`src/rtl/ped_request.sv`:
```
// Pedestrian push-button front end: synchronizer, debouncer, seconds prescaler and request FSM.
// Define PED_COOLDOWN_EN to compile in the post-acknowledge cooldown state and its seconds counter.
module ped_request #(
  parameter int unsigned CLK_HZ          = 24000000,
  parameter int unsigned DEBOUNCE_CYCLES = 240000,
  parameter int unsigned COOLDOWN_S      = 30
) (
  input  logic       clk,
  input  logic       rst,
  input  logic       btn_n,
  input  logic       ped_ack,
  output logic       ped_req,
  output logic       sec_tick,
  output logic       btn_level,
  output logic [7:0] press_cnt
);

  localparam int unsigned PRESC_W = (CLK_HZ > 1) ? $clog2(CLK_HZ) : 1;
  localparam int unsigned DB_W    = (DEBOUNCE_CYCLES > 1) ? $clog2(DEBOUNCE_CYCLES) : 1;
  localparam logic [PRESC_W-1:0] PRESC_LAST = PRESC_W'(CLK_HZ - 1);
  localparam logic [DB_W-1:0]    DB_LAST    = DB_W'(DEBOUNCE_CYCLES - 1);

`ifdef PED_COOLDOWN_EN
  // One extra value so the counter can actually hold COOLDOWN_S when the comparison fires.
  localparam int unsigned CD_W = (COOLDOWN_S > 0) ? $clog2(COOLDOWN_S + 1) : 1;
  localparam logic [CD_W-1:0] CD_DONE = CD_W'(COOLDOWN_S);

  typedef enum logic [1:0] {S_IDLE, S_REQ, S_COOLDOWN} state_t;
`else
  typedef enum logic {S_IDLE, S_REQ} state_t;
`endif

  state_t               state_q,       state_d;
  logic                 sync1_q,       sync1_d;
  logic                 sync2_q,       sync2_d;
  logic [DB_W-1:0]      db_cnt_q,      db_cnt_d;
  logic                 btn_level_q,   btn_level_d;
  logic                 level_prev_q,  level_prev_d;
  logic [PRESC_W-1:0]   presc_q,       presc_d;
  logic                 sec_tick_q,    sec_tick_d;
  logic [7:0]           press_cnt_q,   press_cnt_d;
`ifdef PED_COOLDOWN_EN
  logic [CD_W-1:0]      cd_cnt_q,      cd_cnt_d;
`endif

  logic press_level;
  logic press_evt;

  // NOTE: every combinational output gets a default first, so no path leaves it unassigned (no latch).
  always_comb begin
    sync1_d     = btn_n;
    sync2_d     = sync1_q;
    press_level = ~sync2_q;

    db_cnt_d    = db_cnt_q;
    btn_level_d = btn_level_q;
    if (press_level == btn_level_q) begin
      db_cnt_d = '0;
    end else if (db_cnt_q == DB_LAST) begin
      btn_level_d = press_level;
      db_cnt_d    = '0;
    end else begin
      db_cnt_d = db_cnt_q + DB_W'(1);
    end

    // Only the rising edge of the debounced level is a press; release is silent.
    level_prev_d = btn_level_q;
    press_evt    = btn_level_q & ~level_prev_q;

    presc_d    = (presc_q == PRESC_LAST) ? '0 : presc_q + PRESC_W'(1);
    sec_tick_d = (presc_d == PRESC_LAST);

    press_cnt_d = press_cnt_q;
    if (press_evt && (press_cnt_q != 8'hFF)) begin
      press_cnt_d = press_cnt_q + 8'd1;
    end
  end

  always_comb begin
    state_d = state_q;
`ifdef PED_COOLDOWN_EN
    cd_cnt_d = cd_cnt_q;
`endif
    case (state_q)
      S_IDLE: begin
        if (press_evt) state_d = S_REQ;
      end
      S_REQ: begin
        // A press landing together with the ack is already covered by this grant.
        if (ped_ack) begin
`ifdef PED_COOLDOWN_EN
          state_d  = S_COOLDOWN;
          cd_cnt_d = '0;
`else
          state_d = S_IDLE;
`endif
        end
      end
`ifdef PED_COOLDOWN_EN
      S_COOLDOWN: begin
        if (sec_tick_q) begin
          cd_cnt_d = cd_cnt_q + CD_W'(1);
          if (cd_cnt_d == CD_DONE) state_d = S_IDLE;
        end
      end
`endif
      default: state_d = S_IDLE;
    endcase
  end

  // NOTE: state registers use non-blocking assignments so every flop samples pre-edge values.
  always_ff @(posedge clk) begin
    if (rst) begin
      state_q      <= S_IDLE;
      // NOTE: synchronizer resets to 1 (button released) so a held button must still debounce after reset.
      sync1_q      <= 1'b1;
      sync2_q      <= 1'b1;
      db_cnt_q     <= '0;
      btn_level_q  <= 1'b0;
      level_prev_q <= 1'b0;
      presc_q      <= '0;
      sec_tick_q   <= 1'b0;
      press_cnt_q  <= '0;
`ifdef PED_COOLDOWN_EN
      cd_cnt_q     <= '0;
`endif
    end else begin
      state_q      <= state_d;
      sync1_q      <= sync1_d;
      sync2_q      <= sync2_d;
      db_cnt_q     <= db_cnt_d;
      btn_level_q  <= btn_level_d;
      level_prev_q <= level_prev_d;
      presc_q      <= presc_d;
      sec_tick_q   <= sec_tick_d;
      press_cnt_q  <= press_cnt_d;
`ifdef PED_COOLDOWN_EN
      cd_cnt_q     <= cd_cnt_d;
`endif
    end
  end

  assign ped_req   = (state_q == S_REQ);
  assign sec_tick  = sec_tick_q;
  assign btn_level = btn_level_q;
  assign press_cnt = press_cnt_q;

endmodule

```
`config.mk`:
```
export PLATFORM = sky130hd
export DESIGN_NAME = ped_request
export DESIGN_NICKNAME = d
export VERILOG_FILES = /design/src/rtl/ped_request.sv
export SDC_FILE = /design/constraint.sdc
export NUM_CORES = 1
export LEC_CHECK = 0
export CAP_MARGIN = 20
export CORE_MARGIN = 8
export CORE_UTILIZATION = 40
export CTS_CLUSTER_DIAMETER = 200
export DETAILED_ROUTE_END_ITERATION = 6
export HOLD_SLACK_MARGIN = 0.1
export SETUP_SLACK_MARGIN = 0.1
export SLEW_MARGIN = 20
export SYNTH_ARGS = -nofsm -noshare
export SYNTH_HDL_FRONTEND = slang
export SYNTH_SLANG_ARGS = --single-unit
```
`constraint.sdc`:
```
create_clock -name clk -period 4.7 [get_ports clk]
set_input_delay 0.94 -clock clk [delete_from_list [all_inputs] [get_ports clk]]
set_output_delay 0.94 -clock clk [all_outputs]
set_load 0.03 [all_outputs]
```
==> results.toml, run 1 <==
[pwr]
switching_power_mw = 0.199
p_sw_share_pct = 22.8
intPower_mw = 0.675
p_seq_share_pct = 55.9
clkPwrFrac_pct = 42.2
powerDensity_nw_per_um2 = 289
peakVddDrop_mv = 0.111
leakagePower_nw = 1.06
comb_power_share_pct = 1.9

[synth]
synth_area_leaders = "dfxtp_1, xor2_1, nor2_1"
post-synth-top-area-cell = "dfxtp_1"
netlist_area_sq_um = 2680
avgSynthCellArea_sq_um = 8.77
yosysSeqAreaShare_pct = 42.5
yosysMostFrequentCell = "nor2_1"
yosysTopAreaCellShare_pct = 42.5
synthFlopType = "dfxtp_1"
yosysWarningCount = 0
ys_top_cells_by_count = "nor2_1, dfxtp_1, xor2_1, nand2_1, nand3_1"
synth.distinct_cells = 44
synth_seq_cells = 57
syn-num-nets = 313
synth_edf_count = 0
syn_inst = 306
synthArstFlopShare_pct = 0

[global_routing]
gr-total-overflow = 0
grt_max_degree = 23
grt_pass1_wl_mm = 8.89
grt_use_total_pct = 11.5
grt_pass1_vias = 1917
antenna_found_initial = 0

[floorplan]
coreArea_sq_um = 6640
die_y_microns = 97.9
die_x_microns = 97.9
rows = 30
initial_utilization_pct = 40.4
ios = 15
die-area_sq_um = 9580

[cells_and_area]
layout-drive-gt1-share_pct = 9.63
area_delta_synth_final_pct = 12.8
final_area_sq_um = 3030
nets = 326
final_core_util_pct = 45.5
diodes = 0

[routing]
route.met2.wl_mm = 2.18
wirelength_mm = 5.08
detail-route-antenna-nets = 0
routed-wl-met3_microns = 250
dr_total_vias = 2031
drt-initial-drc-count = 173
wl_met1_mm = 2.57
wl_per_cell_microns = 12.6
highest_layer = "met4"
viasPerCell = 5.05
drcViolationCount = 0
drt_pass1_iterations = 4

[sta]
finalSetupViolations = 0
fmax_mhz = 413
finalCriticalPeriod_ns = 2.42
fin_ws_ns = 2.28
slew_headroom_pct = 53.2
final-hold-violation-count = 0
hold_ws_ns = 0.420
worstMarginPinSlew_ns = 0.702
fin_crit_sh_pct = 51.5
setup_tns_ns = 0
rsz0062_at_grt = "false"
clock_skew_ns = 0.00889
slew_viol_final = 0

[clock_network]
clk_pin_slew_ns = 0.06
clock-sinks = 57
root_buffer = "clkbuf_8"
htreeDepth = 3
cts_tree = "done"
cts_made_buffers = 9
post-cts-setup-buffers = 0
cts.repair.resized = 0
cts.path.max_buffers = 2
clk_latency_ns = 0.34
cts_hold_buf = 0

[critical_path]
cp.required_ns = 3.76
crit_chain = "clkdlybuf4s50_1"
crit_buf_inv = 1
crit_path_max_incr_delay_ns = 0.72
cp.arrival_ns = 1.48
ff2ff_setup_slack_ns = 2.30
path_class = "flip-flop to output pin"
reg2reg_depth = 7
endpoint_kind = "output pin"
cp_num_cells = 1
path_delay_family = "buffers and inverters"
cp-start-kind = "flip-flop"
cp_max_fo = 6
cp_slowest_cell = "clkdlybuf4s50_1"

[placement]
pre_cts_ws_ns = 1.94
dp_hpwl_mm = 3.44
gp_congestion = 0.812
placed_area_sq_um = 2880
io_buffers = 14

[min_path]
min_path_cells = 1
hold_path.class = "flip-flop to flip-flop"

[run]
max_cap_violations = 0

[outcome]
status = "finished, final reports clean"
-- area by class of cell --
type	count	area, sq um
inverter	6	22.5
multi-input combinational	230	1460
tap	80	100
clock buffer	10	128
sequential	57	1140
clock inverter	4	22.5
fill	625	3620
timing repair buffer	15	148
-- power groups by stage --
stage                     combinational, mW  sequential [mW]  clock (mW)
after floorplan                      0.0116            0.499           0
after global placement               0.0168            0.499           0
after detailed placement             0.0170            0.500           0
after CTS                            0.0171            0.489       0.386
after global routing                 0.0193            0.489       0.406
final                                0.0166            0.489       0.369
-- worst paths after layout --
| check | startpoint | end |
|---|---|---|
| worst min-delay path | sync1_q | sync2_q |
| worst max-delay path | press_cnt[2] | press_cnt[2] |
| worst min register to register | sync1_q | sync2_q |
| worst max register to register | presc_q[0] | sec_tick |
-- cells by family after synthesis --
| kind of cell | Yosys count | synth area share, % |
|---|---|---|
| muxes | 5 | 1.96 |
| AOI/OAI and AO/OA | 18 | 4.90 |
| DFF | 57 | 42.5 |
| adders and majority gates | 3 | 1.40 |
| buffers and inverters | 19 | 2.89 |
| xor gates and xnor gates | 46 | 15.0 |
| and+or+nand+nor | 158 | 31.3 |
-- flip-flops by register name (all words and copies together), names as in the netlist --
name and count:
level_prev_q 1, ped_req 1, presc_q 25, sec_tick 1, press_cnt 8, sync1_q 1, db_cnt_q 18, sync2_q 1
btn_level 1
-- placed cells by master, fill, tap and decap left out, drive strengths merged, types with 2 or more instances in the layout --
| cell | instances |
|---|---|
| a31oi | 3 |
| inv | 6 |
| nor4 | 8 |
| a21oi | 5 |
| and2 | 3 |
| nor3 | 5 |
| ha | 3 |
| or2 | 6 |
| and3 | 10 |
| nor2 | 58 |
| dfxtp | 57 |
| nor2b | 2 |
| mux2 | 2 |
| mux2i | 3 |
| clkdlybuf4s50 | 14 |
| xor2 | 31 |
| nand4 | 12 |
| xnor2 | 15 |
| a31o | 2 |
| nand2b | 4 |
| nand3b | 2 |
| nand3 | 19 |
| o21ai | 4 |
| clkinv | 3 |
| nand2 | 21 |
| or3 | 2 |
| clkbuf | 10 |
-- per-stage QoR --
step           power, mW  std cells
6_report           0.874        402
5_1_grt            0.915        402
4_1_cts            0.892        402
3_5_place_dp       0.517        388
3_3_place_gp       0.516        388
2_1_floorplan      0.511        306
-- metal layers --
metal / vias to the layer above / GRT usage, %
met5: - / 0
met2: 36 / 16.4
met3: 4 / 5.55
met1: 931 / 13.9
li1: 1060 / -
met4: 0 / 5.76
No activity file was read; power rests on OpenSTA's default activity.
==> run 2: changes to the inputs <==
Clock period 4.7 ns to 2.4 ns, I/O delays scaled along.
==> results.toml, run 2 (synthesized netlist as in run 1, its figures left out) <==
[min_path]
hold_path.class = "flip-flop to flip-flop"

[clock_network]
root_buffer = "clkbuf_8"
clk_latency_ns = 0.34
cts_tree = "done"
cts_made_buffers = 9
cts.path.max_buffers = 2
htreeDepth = 3
clock-sinks = 57
clk_pin_slew_ns = 0.08
post-cts-setup-buffers = 0

[critical_path]
endpoint_kind = "flip-flop"
cp-start-kind = "flip-flop"
cp_slowest_cell = "dfxtp_1"
path_class = "flip-flop to flip-flop"
crit_path_max_incr_delay_ns = 0.46
cp.arrival_ns = 2.30
cp_max_fo = 13
crit_chain = "nand4_4 -> nor4_4 -> buf_4 -> xor2_1 -> nor3b_1 -> o21ai_1 -> a2111oi_4"
cp.required_ns = 2.64

[sta]
finalSetupViolations = 0
fin_crit_sh_pct = 85.9
slew_headroom_pct = 72.3
slew_viol_final = 0
finalCriticalPeriod_ns = 2.06
worstMarginPinSlew_ns = 0.413
hold_ws_ns = 0.412
rsz0062_at_grt = "false"
final-hold-violation-count = 0
clock_skew_ns = 0.0108
setup_tns_ns = 0
fmax_mhz = 485

[cells_and_area]
final_core_util_pct = 47.3
diodes = 0
nets = 333
area_delta_synth_final_pct = 17.1
final_common_cell = "nor2_1"
largest_reg_flops = 25
layout_common_cells = "nor2_1, dfxtp_1, xor2_1"
layout-drive-gt1-share_pct = 13.0
final_cells = 411
regMostFlops = "presc_q"

[routing]
drt-initial-drc-count = 90
wl_per_cell_microns = 12.7
wirelength_mm = 5.21
drcViolationCount = 0
viasPerCell = 4.97
drt_pass1_iterations = 4
detail-route-antenna-nets = 0
dr_total_vias = 2041

[floorplan]
rows = 30
die_x_microns = 97.9
die_y_microns = 97.9
coreArea_sq_um = 6640
initial_utilization_pct = 40.4
die-area_sq_um = 9580
ios = 15

[global_routing]
grt_use_total_pct = 11.7
antenna_found_initial = 0
grt_pass1_wl_mm = 9.12
grt_max_degree = 22
grt_pass1_vias = 1937
gr-total-overflow = 0

[pwr]
clkPwrFrac_pct = 47.7
leakagePower_nw = 1.11
comb_power_share_pct = 1.9
p_seq_share_pct = 50.4
p_sw_share_pct = 23.4
switching_power_mw = 0.445
peakVddDrop_mv = 0.241
powerDensity_nw_per_um2 = 604
intPower_mw = 1.45

[placement]
dp_hpwl_mm = 3.60
placedCellCount = 395
io_buffers = 14
gp_congestion = 0.807

[outcome]
status = "finished, final reports clean"

[run]
max_cap_violations = 0
==> run 2: through the flow <==
step                      worst slack, ns  power [mW]  instance area, sq um
after detailed placement            0.287        1.01                  2930
after CTS                           0.268        1.93                  3130
after global routing                0.120        1.98                  3140
after floorplan                     0.306        1.00                  2680
after global placement              0.360        1.01                  2930
final                               0.338        1.90                  3140
==> run 2: path summary, 6_finish.rpt <==
check	from	to	slack, ns	cells past startpoint
worst min-delay path	sync1_q	sync2_q	0.41	1
worst max register to register	presc_q[3]	sec_tick	0.34	7
worst max-delay path	presc_q[3]	sec_tick	0.34	7
worst min register to register	sync1_q	sync2_q	0.41	1
==> run 2: layout make-up <==
| cell class | instances | area [sq um] |
|---|---|---|
| clock buffer | 9 | 124 |
| clock inverter | 7 | 80.1 |
| fill | 639 | 3500 |
| inverter | 6 | 22.5 |
| multi-input combinational | 230 | 1470 |
| sequential | 57 | 1140 |
| tap | 80 | 100 |
| timing repair buffer | 22 | 200 |
==> run 2: repair_timing <==
item | in CTS | in global routing
endpoints found under the setup margin | 0 | 1
hold buffers | 0 | 0
gates resized for setup | 0 | 2
==> run 2: worst max-delay path: cells and delay by family (launching register included) <==
kind                      cells  cell delay, ns
buffers and inverters         1            0.20
and+or+nand+nor               3            0.86
DFF                           1            0.46
xor gates and xnor gates      1            0.07
AOI/OAI and AO/OA             2            0.38
==> run 2: power groups by stage <==
stage               clock (mW)  sequential (mW)  combinational [mW]
floorplan                    0            0.977              0.0228
global placement             0            0.978              0.0353
detailed placement           0            0.978              0.0355
CTS                      0.935            0.956              0.0355
global route             0.979            0.958              0.0394
finish                   0.906            0.957              0.0351
==> run 2: routing by layer <==
| metal | part of all wire, % | track usage (%) | vias to the layer above |
|---|---|---|---|
| li1 | - | - | 1081 |
| met1 | 52 | 14.9 | 925 |
| met2 | 42 | 16.8 | 25 |
| met3 | 4.3 | 4.05 | 10 |
| met4 | 1.6 | 6.47 | 0 |
| met5 | 0 | 0 | - |
==> run 3: changes to the inputs <==
Settings changed: CAP_MARGIN 20 to not set, CORE_ASPECT_RATIO set to 0.5.
Clock period 2.4 ns to 2.2 ns, I/O delays scaled along.
==> results.toml, run 3 (synthesized netlist as in run 1, its figures left out) <==
[global_routing]
grt_max_degree = 22
gr-total-overflow = 0
antenna_found_initial = 0
grt_pass1_wl_mm = 9.10
grt_use_total_pct = 11.7
grt_pass1_vias = 1971

[critical_path]
endpoint_kind = "flip-flop"
cp.arrival_ns = 2.27
worstSetupStartpoint = "presc_q[6]"
crit_path_max_incr_delay_ns = 0.41
crit_chain = "nand4_4 -> nor4_2 -> buf_4 -> nand2_1 -> nor3b_1 -> o21ai_1 -> a2111oi_4"
path_delay_family = "simple AND/OR/NAND/NOR gates"
reg2reg_from = "presc_q[6]"
cp_num_cells = 7
cp_max_fo = 13
cp.required_ns = 2.43
cp-start-kind = "flip-flop"
cp_slowest_cell = "dfxtp_1"
path_class = "flip-flop to flip-flop"
crit_buf_inv = 1
reg2reg_depth = 7

[clock_network]
cts_hold_buf = 0
htreeDepth = 3
cts_tree = "done"
clock-sinks = 57
root_buffer = "clkbuf_16"
cts.path.max_buffers = 2
clk_latency_ns = 0.32
cts_made_buffers = 9
clk_pin_slew_ns = 0.05

[floorplan]
die_x_microns = 132
ios = 15
die-area_sq_um = 9740
rows = 21
initial_utilization_pct = 40.7
coreArea_sq_um = 6600
die_y_microns = 73.9

[sta]
finalSetupViolations = 0
slew_viol_final = 0
finalCriticalPeriod_ns = 2.04
fin_crit_sh_pct = 92.8
hold_ws_ns = 0.402
slew_headroom_pct = 71.7
final-hold-violation-count = 0
clock_skew_ns = 0.00578
setup_tns_ns = 0
fmax_mhz = 490
fin_ws_ns = 0.159
worstMarginPinSlew_ns = 0.421
rsz0062_at_grt = "false"

[cells_and_area]
layout-drive-gt1-share_pct = 16.5
final_common_cell = "nor2_1"
fillers = 629
final_area_sq_um = 3340
layout_common_cells = "nor2_1, dfxtp_1, xor2_1"
largest_reg_flops = 25
nets = 342
final_core_util_pct = 50.6
final_cells = 432
regArea_sq_um = 1140
diodes = 0
multi_input_area_sq_um = 1490
area_delta_synth_final_pct = 24.4
regMostFlops = "presc_q"

[pwr]
clkPwrFrac_pct = 55.2
switching_power_mw = 0.496
peakVddDrop_mv = 0.371
leakagePower_nw = 1.21
p_sw_share_pct = 20.4
fin_total_pwr_mw = 2.43
comb_power_share_pct = 1.7
intPower_mw = 1.93
powerDensity_nw_per_um2 = 728
p_seq_share_pct = 43.1

[outcome]
status = "finished, final reports clean"

[min_path]
hold_path.class = "flip-flop to flip-flop"
min_path_cells = 1
hp-start = "sync1_q"

[placement]
io_buffers = 14
placed_area_sq_um = 3000
pre_cts_ws_ns = 0.0234
gp_congestion = 0.881
placedCellCount = 414
dp_hpwl_mm = 3.92

[routing]
wl_met1_mm = 2.62
viasPerCell = 4.99
drt_pass1_iterations = 6
routed-wl-met3_microns = 221
highest_layer = "met4"
drcViolationCount = 0
wirelength_mm = 5.48
wl_per_cell_microns = 12.7
detail-route-antenna-nets = 0
route.met2.wl_mm = 2.57
drt-initial-drc-count = 102
dr_total_vias = 2157

[run]
max_cap_violations = 0
## run 3: power by group through the flow
| stage | sequential, mW | clock (mW) | combinational [mW] |
|---|---|---|---|
| after detailed placement | 1.07 | 0 | 0.0406 |
| after floorplan | 1.07 | 0 | 0.0248 |
| after CTS | 1.05 | 1.38 | 0.0409 |
| final | 1.05 | 1.34 | 0.0409 |
| after global routing | 1.05 | 1.43 | 0.0459 |
| after global placement | 1.07 | 0 | 0.0399 |
## run 3: final cells by class
| class | count | share of cell area [%] |
|---|---|---|
| clock inverter | 7 | 2.14 |
| sequential | 57 | 34.2 |
| tap | 92 | 3.45 |
| clock buffer | 9 | 6.75 |
| inverter | 6 | 0.675 |
| multi-input combinational | 230 | 44.8 |
| timing repair buffer | 31 | 8.02 |
## run 3: path summary, 6_finish.rpt
check             slack (ns)       end
setup / recovery        0.16  sec_tick
hold / removal          0.40   sync2_q
setup reg to reg        0.16  sec_tick
hold reg to reg         0.40   sync2_q
## run 3: metal layers
| metal | track usage [%] | vias to the layer above |
|---|---|---|
| met5 | 0 | - |
| li1 | - | 1095 |
| met4 | 5.93 | 0 |
| met3 | 4.37 | 6 |
| met2 | 18.8 | 30 |
| met1 | 13.8 | 1026 |
## run 3: repair_timing
item | CTS | global route
endpoints found under the setup margin | 1 | 1
hold endpoints to repair | 0 | 0
resized for setup | 3 | 3
pin swaps | 0 | 3
setup buffers | 0 | 2
